`src/rtl/mio_multi.sv`:
```
// mio_multi: memory-mapped IO block behind iob.
// Port 0 writes the GPIO register, port 2 toggles it, port 1 queues a byte
// for the 8N1 UART transmitter, port 3 sets the runtime baud divisor.
// Every request (including unmapped ports) completes with a one-cycle
// done pulse; a push into a full TX FIFO is held off until an entry frees.
//
// Handshake: a request is accepted on a rising edge where iob__mio_val is
// high and mio__iob_done is low (and, for port 1, the registered FIFO count
// is below FIFO_DEPTH). mio__iob_done is high for exactly the cycle after
// the accept edge, so iob drops val in that cycle without a re-accept.
module mio_multi #(
    parameter int GPIO_W     = 4,
    parameter int FIFO_DEPTH = 8,
    parameter int CLK_DIV    = 868,
    parameter int PORT_W     = 2
) (
    input  logic              clk,
    input  logic              rst_n,
    input  logic              iob__mio_val,
    input  logic [PORT_W-1:0] iob__mio_port,
    input  logic [31:0]       iob__mio_wdata,
    output logic              mio__iob_done,
    output logic [GPIO_W-1:0] gpio_out,
    output logic              uart_txd,
    output logic              uart_fifo_full
);

    localparam int AW = $clog2(FIFO_DEPTH);
    localparam int CW = AW + 1;

    localparam logic [PORT_W-1:0] P_GPIO   = PORT_W'(0);
    localparam logic [PORT_W-1:0] P_FIFO   = PORT_W'(1);
    localparam logic [PORT_W-1:0] P_TOGGLE = PORT_W'(2);
    localparam logic [PORT_W-1:0] P_DIV    = PORT_W'(3);

    localparam logic [CW-1:0] COUNT_FULL = CW'(FIFO_DEPTH);

    typedef enum logic [1:0] {
        IDLE  = 2'd0,
        START = 2'd1,
        DATA  = 2'd2,
        STOP  = 2'd3
    } uart_state_t;

    // Request side state
    logic              done_q;
    logic [GPIO_W-1:0] gpio_q;
    logic [15:0]       div_q;

    // TX FIFO state
    logic [7:0]        mem_q [FIFO_DEPTH];
    logic [AW-1:0]     wr_ptr_q;
    logic [AW-1:0]     rd_ptr_q;
    logic [CW-1:0]     count_q;
    logic [CW-1:0]     count_d;
    logic              full_q;

    // UART transmitter state
    uart_state_t       state_q;
    logic [7:0]        shift_q;
    logic [15:0]       bit_div_q;
    logic [15:0]       cnt_q;
    logic [2:0]        bit_idx_q;
    logic              txd_q;

    logic              req_ok;
    logic              is_push;
    logic              fifo_has_room;
    logic              accept;
    logic              push;
    logic              pop;
    logic              bit_end;
    logic [15:0]       wr_div;
    logic              unused_wdata;

    assign unused_wdata = &{1'b0, iob__mio_wdata[31:16]};

    // Accept, push and pop decisions for this cycle
    always_comb begin
        req_ok        = iob__mio_val && !done_q;
        is_push       = (iob__mio_port == P_FIFO);
        fifo_has_room = (count_q != COUNT_FULL);
        accept        = req_ok && (!is_push || fifo_has_room);
        push          = accept && is_push;
        bit_end       = (cnt_q == 16'd0);
        pop           = (count_q != '0) &&
                        ((state_q == IDLE) || ((state_q == STOP) && bit_end));
        count_d       = count_q + CW'(push) - CW'(pop);
        wr_div        = (iob__mio_wdata[15:0] == 16'd0) ? 16'd1 : iob__mio_wdata[15:0];
    end

    // Done pulse, GPIO register and baud divisor, all updated at the accept edge
    always_ff @(posedge clk or negedge rst_n) begin
        if (!rst_n) begin
            done_q <= 1'b0;
            gpio_q <= '0;
            div_q  <= 16'(CLK_DIV);
        end else begin
            done_q <= accept;
            if (accept) begin
                if (iob__mio_port == P_GPIO) begin
                    gpio_q <= iob__mio_wdata[GPIO_W-1:0];
                end else if (iob__mio_port == P_TOGGLE) begin
                    gpio_q <= gpio_q ^ iob__mio_wdata[GPIO_W-1:0];
                end else if (iob__mio_port == P_DIV) begin
                    div_q <= wr_div;
                end
            end
        end
    end

    // FIFO storage; contents are don't-care until written, so no reset
    always_ff @(posedge clk) begin
        if (push) begin
            mem_q[wr_ptr_q] <= iob__mio_wdata[7:0];
        end
    end

    // FIFO pointers, occupancy and registered full flag
    always_ff @(posedge clk or negedge rst_n) begin
        if (!rst_n) begin
            wr_ptr_q <= '0;
            rd_ptr_q <= '0;
            count_q  <= '0;
            full_q   <= 1'b0;
        end else begin
            if (push) begin
                wr_ptr_q <= wr_ptr_q + AW'(1);
            end
            if (pop) begin
                rd_ptr_q <= rd_ptr_q + AW'(1);
            end
            count_q <= count_d;
            full_q  <= (count_d == COUNT_FULL);
        end
    end

    // 8N1 transmitter: each bit lasts bit_div cycles, counted bit_div-1 down to 0.
    // The divisor is latched when a byte is popped, so mid-frame writes only
    // affect the next frame. STOP pops the next byte directly for back-to-back frames.
    always_ff @(posedge clk or negedge rst_n) begin
        if (!rst_n) begin
            state_q   <= IDLE;
            shift_q   <= '0;
            bit_div_q <= 16'd1;
            cnt_q     <= '0;
            bit_idx_q <= '0;
            txd_q     <= 1'b1;
        end else begin
            case (state_q)
                IDLE: begin
                    txd_q <= 1'b1;
                    if (pop) begin
                        shift_q   <= mem_q[rd_ptr_q];
                        bit_div_q <= div_q;
                        cnt_q     <= div_q - 16'd1;
                        txd_q     <= 1'b0;
                        state_q   <= START;
                    end
                end
                START: begin
                    if (bit_end) begin
                        cnt_q     <= bit_div_q - 16'd1;
                        bit_idx_q <= '0;
                        txd_q     <= shift_q[0];
                        state_q   <= DATA;
                    end else begin
                        cnt_q <= cnt_q - 16'd1;
                    end
                end
                DATA: begin
                    if (bit_end) begin
                        cnt_q <= bit_div_q - 16'd1;
                        if (bit_idx_q == 3'd7) begin
                            txd_q   <= 1'b1;
                            state_q <= STOP;
                        end else begin
                            bit_idx_q <= bit_idx_q + 3'd1;
                            shift_q   <= {1'b0, shift_q[7:1]};
                            txd_q     <= shift_q[1];
                        end
                    end else begin
                        cnt_q <= cnt_q - 16'd1;
                    end
                end
                STOP: begin
                    if (bit_end) begin
                        if (pop) begin
                            shift_q   <= mem_q[rd_ptr_q];
                            bit_div_q <= div_q;
                            cnt_q     <= div_q - 16'd1;
                            txd_q     <= 1'b0;
                            state_q   <= START;
                        end else begin
                            txd_q   <= 1'b1;
                            state_q <= IDLE;
                        end
                    end else begin
                        cnt_q <= cnt_q - 16'd1;
                    end
                end
                default: begin
                    txd_q   <= 1'b1;
                    state_q <= IDLE;
                end
            endcase
        end
    end

    assign mio__iob_done  = done_q;
    assign gpio_out       = gpio_q;
    assign uart_txd       = txd_q;
    assign uart_fifo_full = full_q;

endmodule
```
`config.mk`:
```
export PLATFORM = sky130hd
export DESIGN_NAME = mio_multi
export DESIGN_NICKNAME = d
export VERILOG_FILES = /design/src/rtl/mio_multi.sv
export SDC_FILE = /design/constraint.sdc
export NUM_CORES = 1
export LEC_CHECK = 0
export ABC_CLOCK_PERIOD_IN_PS = 4100
export CAP_MARGIN = 40
export CORE_MARGIN = 2
export CORE_UTILIZATION = 60
export DETAILED_ROUTE_END_ITERATION = 12
export GPL_TIMING_DRIVEN = 0
export MAX_ROUTING_LAYER = met4
export PLACE_DENSITY = 0.8
export SETUP_SLACK_MARGIN = 0.4
export SLEW_MARGIN = 10
export SYNTH_ARGS = -nofsm -noshare
export SYNTH_HDL_FRONTEND = slang
export SYNTH_SLANG_ARGS = --single-unit
```
`constraint.sdc`:
```
create_clock -name clk -period 4.1 [get_ports clk]
set_clock_uncertainty 0.05 [all_clocks]
set_input_delay 1.025 -clock clk [delete_from_list [all_inputs] [get_ports clk]]
set_output_delay 1.025 -clock clk [all_outputs]
set_load 0.05 [all_outputs]
```
# == Word-level counts from Yosys, hierarchy flattened ==
# Memories as Yosys holds them, arrays and structs flattened.
# Cells that the tools add are included.
# totals
ff_bits,78
ram_bits,64
in_bits,37
output_inout_bits,7
elab_cells,100
mem_count,1
# classes
add_sub_neg,8
eq_ne,15
mux,34
bitwise,3
reduce_logical,26
# memory_table
memory,words,width,read_ports,rd_clocked_by_memory_dff,write_ports,line,source
mem_q,8,8,1,0,1,51,logic [7:0] mem_q [FIFO_DEPTH];
# ops
cell,n
$mux W16,6
$pmux W16 S3,1
$sub A16 B1 Y16 const B,3
$logic_not A16 Y1,2
$mux W8,4
$pmux W16 S2,1
$pmux W8 S3,1
$ne A2 B2 Y1 const B,6
$reduce_and A4 Y1,3
$mux W2,5
$add A3 B1 Y3 const B,3
$mux W3,3
$eq A2 B2 Y1 const B,4
$mux W1,8
$mux W4,2
$pmux W2 S4,1
$pmux W3 S2,1
$reduce_bool A2 Y1,3
$logic_and A1 B1 Y1,5
$reduce_and A5 Y1,1
$add A4 B1 Y4,1
$eq A2 B1 Y1 const B,2
$eq A4 B4 Y1 const B,1
$logic_not A2 Y1,2
other kinds (13),17

# == Longest topological paths before layout ==
# Gate-level depths: netlist of the first run.
# logic_depth
depth_word,8
mapped_depth,15
depth_no_buf,13

# == Worst setup path after synthesis of the first run ==
# OpenSTA, ideal clock, no wires.
# synth_timing
path_type,in2reg
startpoint,input port iob__mio_port[1]
endpoint,register full_q (netlist: uart_fifo_full)
setup_time_ns,0.105
t_arrival_ns,2.870
required_time_ns,3.945
setup_slack_ns,1.075
stages,10
path_buffers,1
cell_sequence,clkbuf_1 > nor2b_1 > and3_1 > inv_1 > ha_1 > inv_1 > ha_1 > fa_1 > xor2_1 > nor4b_1
# synth_via
elab_chain_len,8
# synth_lines
item,line,source
from (decl),20,"input logic [PORT_W-1:0] iob__mio_port,"
$eq A2 B1 Y1 (*),81,is_push = (iob__mio_port == P_FIFO);
$logic_not A1 Y1,83,accept = req_ok && (!is_push || fifo_has_room);
$logic_or A1 B1 Y1,83,
$logic_and A1 B1 Y1,83,
$logic_and A1 B1 Y1 (*),84,push = accept && is_push;
$add A4 B1 Y4 (*),88,count_d = count_q + CW'(push) - CW'(pop);
$sub A4 B1 Y4 (*),88,
named net count_d[2],55,logic [CW-1:0] count_d;
$eq A4 B4 Y1 (*),134,full_q <= (count_d == COUNT_FULL);
to (signal assigned),134,
to (decl),56,logic full_q;
# Mark *: on every way through the listed nets, which the timed path passes. The rest lies on a longest branch.
# A chain may end at the register's enable or synchronous reset.

# == Worst setup path after layout of the first run ==
# layout_timing
startpoint,register state_q[0]
endpoint,register full_q (netlist: uart_fifo_full)
# layout_via
elab_chain_len,6
elab_cells_between_ends,7
classes_between,add/sub (1); eq/ne (2); reduce/logical (4)
# layout_lines
item,line,source
from (decl),59,uart_state_t state_q;
from (signal assigned),143,state_q <= IDLE;
from (signal assigned),158,state_q <= START;
from (signal assigned),166,state_q <= DATA;
$eq A2 B2 Y1,87,((state_q == IDLE) || ((state_q == STOP) && bit_end));
$logic_and A1 B1 Y1,87,
$logic_or A1 B1 Y1 (*),87,
$logic_and A1 B1 Y1 (*),86,pop = (count_q != '0) &&
$sub A4 B1 Y4 (*),88,
named net count_d[2],55,
$eq A4 B4 Y1 (*),134,
# Marked as above.

==> results of run 1 <==
[cell families after synthesis]
family | count (synthesis) | share of synthesized area (%)
compound gates | 121 | 10.9
xor+xnor | 35 | 4.21
flops | 142 | 53.3
buf+inv | 44 | 2.68
fa+ha+maj | 20 | 3.54
simple gates | 177 | 12.9
mux | 66 | 12.5
[final cells by class]
class	count	share of cell area (%)
clock inverter	12	1.30
multi-input combinational	419	38.4
clock buffer	20	5.22
timing repair buffer	36	4.21
sequential	142	46.4
inverter	20	0.897
tap	147	2.20
buffer	24	1.43
[state kept, by name (all words and copies together), names as in the netlist]
name / cells
div_q: 16
shift_q: 8
uart_txd: 1
mem_q: 64
bit_idx_q: 3
mio__iob_done: 1
rd_ptr_q: 3
gpio_out: 4
bit_div_q: 16
wr_ptr_q: 3
cnt_q: 16
count_q: 4
state_q: 2
uart_fifo_full: 1
[layer usage]
| layer | up-vias | global-route usage (%) | part of all wire [%] |
|---|---|---|---|
| li1 | 2359 | - | - |
| met1 | 2512 | 36.4 | 42 |
| met2 | 232 | 42.1 | 49 |
| met3 | 38 | 5.56 | 7.1 |
| met4 | 0 | 10.9 | 2.4 |
| met5 | - | - | 0 |
[power by group]
part	leakage (nW)	internal (mW)	switching [mW]
Clock	0.257	0.837	0.588
Sequential	1.52	1.85	0.361
Combinational	1.41	1.25	1.59
[cells in the final DEF, fill, tap and decap left out, types with 11 or more instances in the layout]
cell             instances
a21oi_1                 31
buf_4                   11
xnor2_1                 19
o21ai_0                 38
clkbuf_1                17
edfxtp_1                64
clkdlybuf4s50_1         25
inv_1                   19
nor2_1                  38
nand3_1                 13
mux4_2                  16
mux2i_1                 12
nand2_1                 54
mux2_2                  38
nor3_1                  18
ha_1                    19
xor2_1                  16
clkbuf_16               17
dfrtp_1                 71
[worst min path at each step]
stage | startpoint | cells after the start | endpoint | slack, ps
after floorplan | shift_q[0]$_DFFE_PN0P_ | 1 | shift_q[0]$_DFFE_PN0P_ | 430
after global placement | uart_txd$_DFFE_PN1P_ | 2 | uart_txd$_DFFE_PN1P_ | 430
after detailed placement | uart_txd$_DFFE_PN1P_ | 2 | uart_txd$_DFFE_PN1P_ | 430
after CTS | rst_n | 1 | cnt_q[6]$_DFF_PN0_ | 430
after global routing | rst_n | 1 | cnt_q[9]$_DFF_PN0_ | 450
final | rst_n | 1 | cnt_q[7]$_DFF_PN0_ | 440
[per-stage QoR]
step | hold WS (ps) | utilization (%) | power [mW]
6_report | 436 | 70.3 | 6.48
5_1_grt | 447 | 70.3 | 6.85
4_1_cts | 434 | 69.8 | 6.39
3_5_place_dp | 430 | 65.2 | 4.94
3_3_place_gp | 430 | 64.9 | 4.82
2_1_floorplan | 431 | - | 4.22
[repair_timing]
item | 4_1_cts | 5_1_grt
endpoints found under the hold margin | 0 | 0
endpoints found under the setup margin | 0 | 1
setup buffers | 0 | 7
resized for setup | 0 | 1
==> metrics, run 1 <==
status finished clean; Top delay family on crit path adder cells; max-cap violations 0; num rows 40; CP Capture Type register; ys flop type dfrtp_1; Distinct cells, synth 70; YS warnings 0; CORE AREA 11900 um^2; Yosys top cell by area edfxtp_1; P per Cell Area 774 nW/um^2; drc violations 0; drt first pass iters 5; Syn Inst Count between 600 and 700; Final Non-Filler Cells around 800; sequential-to-total area share from yosys stat a little over half; antenna viol nets, final 0; Worst-Skew Late Latency around 420 ps; DR vias/cell approximately 6.3; Total Wirelength about 17 mm; WP data arrival ~3600 ps; number of flops mapped to enable cells by yosys 64; crit-path cells ha_1 -> buf_2 -> nor4b_2 -> and4_4 -> o21ai_4 -> inv_2 -> buf_6 -> buf_6 -> ha_1 -> inv_1 -> ha_1 -> fa_1 -> xor2_1 -> nor4b_1; Nets 717; critical path class reg -> reg; vias just over 5000; dpl cells between 700 and 800; top cells by area, synth edfxtp_1 26%, dfrtp_1 24%, mux2_2 5.9%; Final Max Tran Viols 0; Hold-fix buffers, CTS 0; Initial Util roughly 61%; initial antenna violation count 0; grt total ovfl 0; largest net degree at the start of global routing 62; io pins between 40 and 50; vias in the first global route approximately 5000; layout cells sized above 1 a little under a fifth; worst vdd ir between 0.0004 and 0.0005 V; maximum clock path buffer count 2; r2r worst-path depth 14; Clock Sinks between 100 and 150; TNS Setup 0 ps; Hold/Removal Path Class in -> async; Req. time, crit path approximately 4400 ps; crit start category register; Worst path most repeated cell ha_1; Port-buffer cells 26; Hold Fails Final Rpt 0; RSZ-0062 raised after global routing no; CP bufs+invs 5; r2r startpoint state_q[0]$_DFFE_PN0P_; first-pass GRT wire length 26.0 mm; synthesized cell area 7280 um^2; Yosys top cell area share a little over a quarter; f_max 296 MHz; Seq cells post-synth approximately 140; Worst Setup SP state_q[0]$_DFFE_PN0P_; Synth top cells by count 71 x dfrtp_1, 64 x edfxtp_1, 54 x nand2_1; placer congestion estimate about 1; R2R Setup Slk ~700 ps; Max FO, Critical Path 10; Ant. Diodes 0; Num CTS Buffers 17; HPWL Detailed approximately 11 mm; area of the multi-input gates ~3200 um^2; count of final setup violators 0; Horiz. Die Dim 114 um; fin area ~8400 um^2; Iter 0 DRT Violations 560; Seq. cell area approximately 3900 um^2; count leader, synth dfrtp_1; worst-margin pin slew just over 800 ps; setup slack at placement around 480 ps; Reg clk slew, reported paths ~60 ps; worst setup margin 719 ps; net count after synthesis 662; slew margin rel. a little under half; total track usage 27.4%; wire length per cell around 20 um; Worst path slowest cell dfrtp_1; Area after DPL about 7800 um^2; Area Growth Syn to Fin 14.9%; Worst Setup EP uart_fifo_full$_DFF_PN0_; Die Ht about 110 um; Post-synth ARST share 54.9%; Crit Reg-Reg Endpoint uart_fifo_full$_DFF_PN0_; root buffer cell clkbuf_16; H-tree level count 4; minimum clock period between 3000 and 4000 ps; CTS tree built; Synth Area per Inst ~12 um^2; critical path depth 14; Fillers slightly above 800; Final period util 82.5%; largest stage delay on the critical path approximately 420 ps; Die ar. 13000 um^2; leakage 3.18 nW
(Power assumes the default switching activity.)
==> run 2: changes to the inputs <==
ABC_CLOCK_PERIOD_IN_PS = 2830   (was 4100)
CORE_UTILIZATION = 54   (was 60)
PLACE_DENSITY = 0.76   (was 0.8)
clock period = 2.83 ns   (was 4.1 ns; I/O delays follow)
==> run 2 against run 1 <==
  * Via count increased by 1.2%
  * Cell count increased by 6.3%
  * Sequential share of layout area decreased by 2.6 points
  * Worst hold slack got worse by 290 ps
  * Critical path type unchanged
  * Critical endpoint unchanged
==> metrics, run 2 (same netlist as run 1, synthesis figures left out) <==
status finished clean; Worst Setup SP state_q[0]$_DFFE_PN0P_; max reg flops 64 (unchanged); wire length per cell 19.8 um (-2.1%); Hold Fails Final Rpt 0 (unchanged); share of power burned in the clock network 22.1% (about the same); f_max 358 MHz (+21%); Reg clk slew, reported paths 60 ps (about the same); WP data arrival 3070 ps (-570 ps); Final Max Tran Viols 0 (unchanged); slew margin rel. 54.5% (+8.9 points); worst-margin pin slew 678 ps (-136 ps); first-pass GRT wire length 27.4 mm (+5.3%); vias in the first global route 5112 (+2.5%); Die ar. 14400 um^2 (+11%); layout cells sized above 1 26.4% (+8.2 points); dpl cells 810 (+3.7%); Final Non-Filler Cells 872 (+6.3%); largest stage delay on the critical path 380 ps (-40 ps); drt first pass iters 5 (unchanged); max-cap violations 0 (unchanged); CTS tree built; leakage 3.40 nW (+6.8%); Worst-Skew Late Latency 420 ps (about the same); drc violations 0 (unchanged); DR vias/cell 5.97 (-4.8%); Total Wirelength 17.3 mm (+4.1%); Die Ht 120 um (+5.2%); fin util 67.3% (-3.0 points); critical path class reg -> reg; grt total ovfl 0 (unchanged); Iter 0 DRT Violations 469 (-16%); Fillers 926 (+13%); Max FO, Critical Path 2 (-8); maximum clock path buffer count 2 (unchanged); vias 5204 (+1.2%); largest net degree at the start of global routing 56 (-9.7%); Crit Reg-Reg Endpoint uart_fifo_full$_DFF_PN0_; HPWL Detailed 11.7 mm (+3.2%); P per Cell Area 1150 nW/um^2 (+49%); Top delay family on crit path adder cells; num rows 42 (+5.0%); Final period util 98.8% (+16 points); crit-path cells ha_2 -> buf_6 -> nor4b_4 -> and4_4 -> o21ai_4 -> inv_2 -> buf_8 -> buf_8 -> ha_4 -> inv_2 -> ha_4 -> a21o_1 -> a21oi_2 -> xor2_1 -> nor4b_2; root buffer cell clkbuf_16; Area Growth Syn to Fin 21.9%; Hold/Removal Path Class in -> async; Combinational Power Share 46.1% (+2.3 points); Nets 740 (+3.2%); CP Capture Type register; Flop pwr share 31.8% (-2.4 points); minimum clock period 2800 ps (-585 ps); Num CTS Buffers 17 (unchanged); r2r startpoint state_q[0]$_DFFE_PN0P_; initial antenna violation count 0 (unchanged); crit start category register; NetSw 4.00 mW (+57%); antenna viol nets, final 0 (unchanged); most common cell after layout, fill and taps aside dfrtp_1; placer congestion estimate 0.938 (-4.4%); Req. time, crit path 3100 ps (-1260 ps); io pins 44 (unchanged); worst vdd ir 0.000649 V (+35%); CP bufs+invs 5 (unchanged); RSZ-0062 raised after global routing yes; Ant. Diodes 0 (unchanged); Clock Sinks 142 (unchanged); CORE AREA 13200 um^2 (+11%); H-tree level count 4 (unchanged); Sw Ratio 39.2% (about the same); P_int 6.21 mW (+58%); Initial Util 55.2% (-5.9 points); r2r worst-path depth 15 (+1); R2R Setup Slk 30 ps (-690 ps); count of final setup violators 0 (unchanged); Biggest register mem_q; Horiz. Die Dim 120 um (+5.2%); Port-buffer cells 26 (unchanged); total track usage 26.0% (-1.5 points); Worst path slowest cell dfrtp_1; commonest cells after routing, fill and taps aside 71 x dfrtp_1, 64 x edfxtp_1, 54 x nand2_1
[run 2: how the worst max path moves through the flow]
stage                               end  cells past startpoint
3_3_place_gp       count_q[2]$_DFF_PN0_                      1
4_1_cts        uart_fifo_full$_DFF_PN0_                     15
3_5_place_dp   uart_fifo_full$_DFF_PN0_                     15
6_report       uart_fifo_full$_DFF_PN0_                     15
2_1_floorplan  uart_fifo_full$_DFF_PN0_                     13
5_1_grt        uart_fifo_full$_DFF_PN0_                     15
[run 2: worst reg2reg max path, stage by stage, from the launching register on]
cell     delay, ps
dfrtp_1        380
ha_2           190
buf_6          120
nor4b_4        120
and4_4         210
o21ai_4        140
inv_2           60
buf_8          120
buf_8          120
ha_4           250
inv_2           30
ha_4           150
a21o_1         160
a21oi_2        140
xor2_1         210
nor4b_2        240
[run 2: layout make-up]
class	instances	area, um^2	share of cell area [%]
repair buffers	59	544	6.13
inverters	20	77.6	0.874
flip-flops and latches	142	3880	43.7
clock buffers	17	425	4.79
plain buffers	24	141	1.59
well taps	176	220	2.48
multi-input cells	419	3410	38.4
clock inverters	15	176	1.99
[run 2: power by group through the flow]
stage          sequential [mW]  clock (mW)  combinational [mW]
5_1_grt                   3.30        2.38                5.11
4_1_cts                   3.21        2.28                4.41
3_3_place_gp              3.20           0                3.95
6_report                  3.25        2.26                4.71
3_5_place_dp              3.24           0                4.08
2_1_floorplan             3.18           0                3.06
[run 2: per-stage QoR]
stage | power [mW] | hold slack (ps) | setup TNS, ps | instance area [um^2] | worst slack (ps)
floorplan | 6.24 | 362 | -93.5 | 7360 | -93.5
global placement | 7.15 | 428 | -145570 | 7840 | -1850
detailed placement | 7.32 | 436 | -7610 | 7870 | -628
CTS | 9.90 | 150 | 0 | 8680 | 25.7
global route | 10.8 | 172 | -51.6 | 8880 | -51.6
finish | 10.2 | 149 | 0 | 8880 | 34.1
[run 2: metal layers]
layer | GRT usage, % | wire (um)
met1 | 34.3 | 7550
met2 | 39.0 | 8270
met3 | 5.23 | 1040
met4 | 11.9 | 435
met5 | - | 0
[run 2: timing repair]
item	CTS	global route
hold buffers	0	0
resized for setup	19	31
pin swaps	15	8
buffers inserted	19	11
endpoints found under the setup margin	81	80
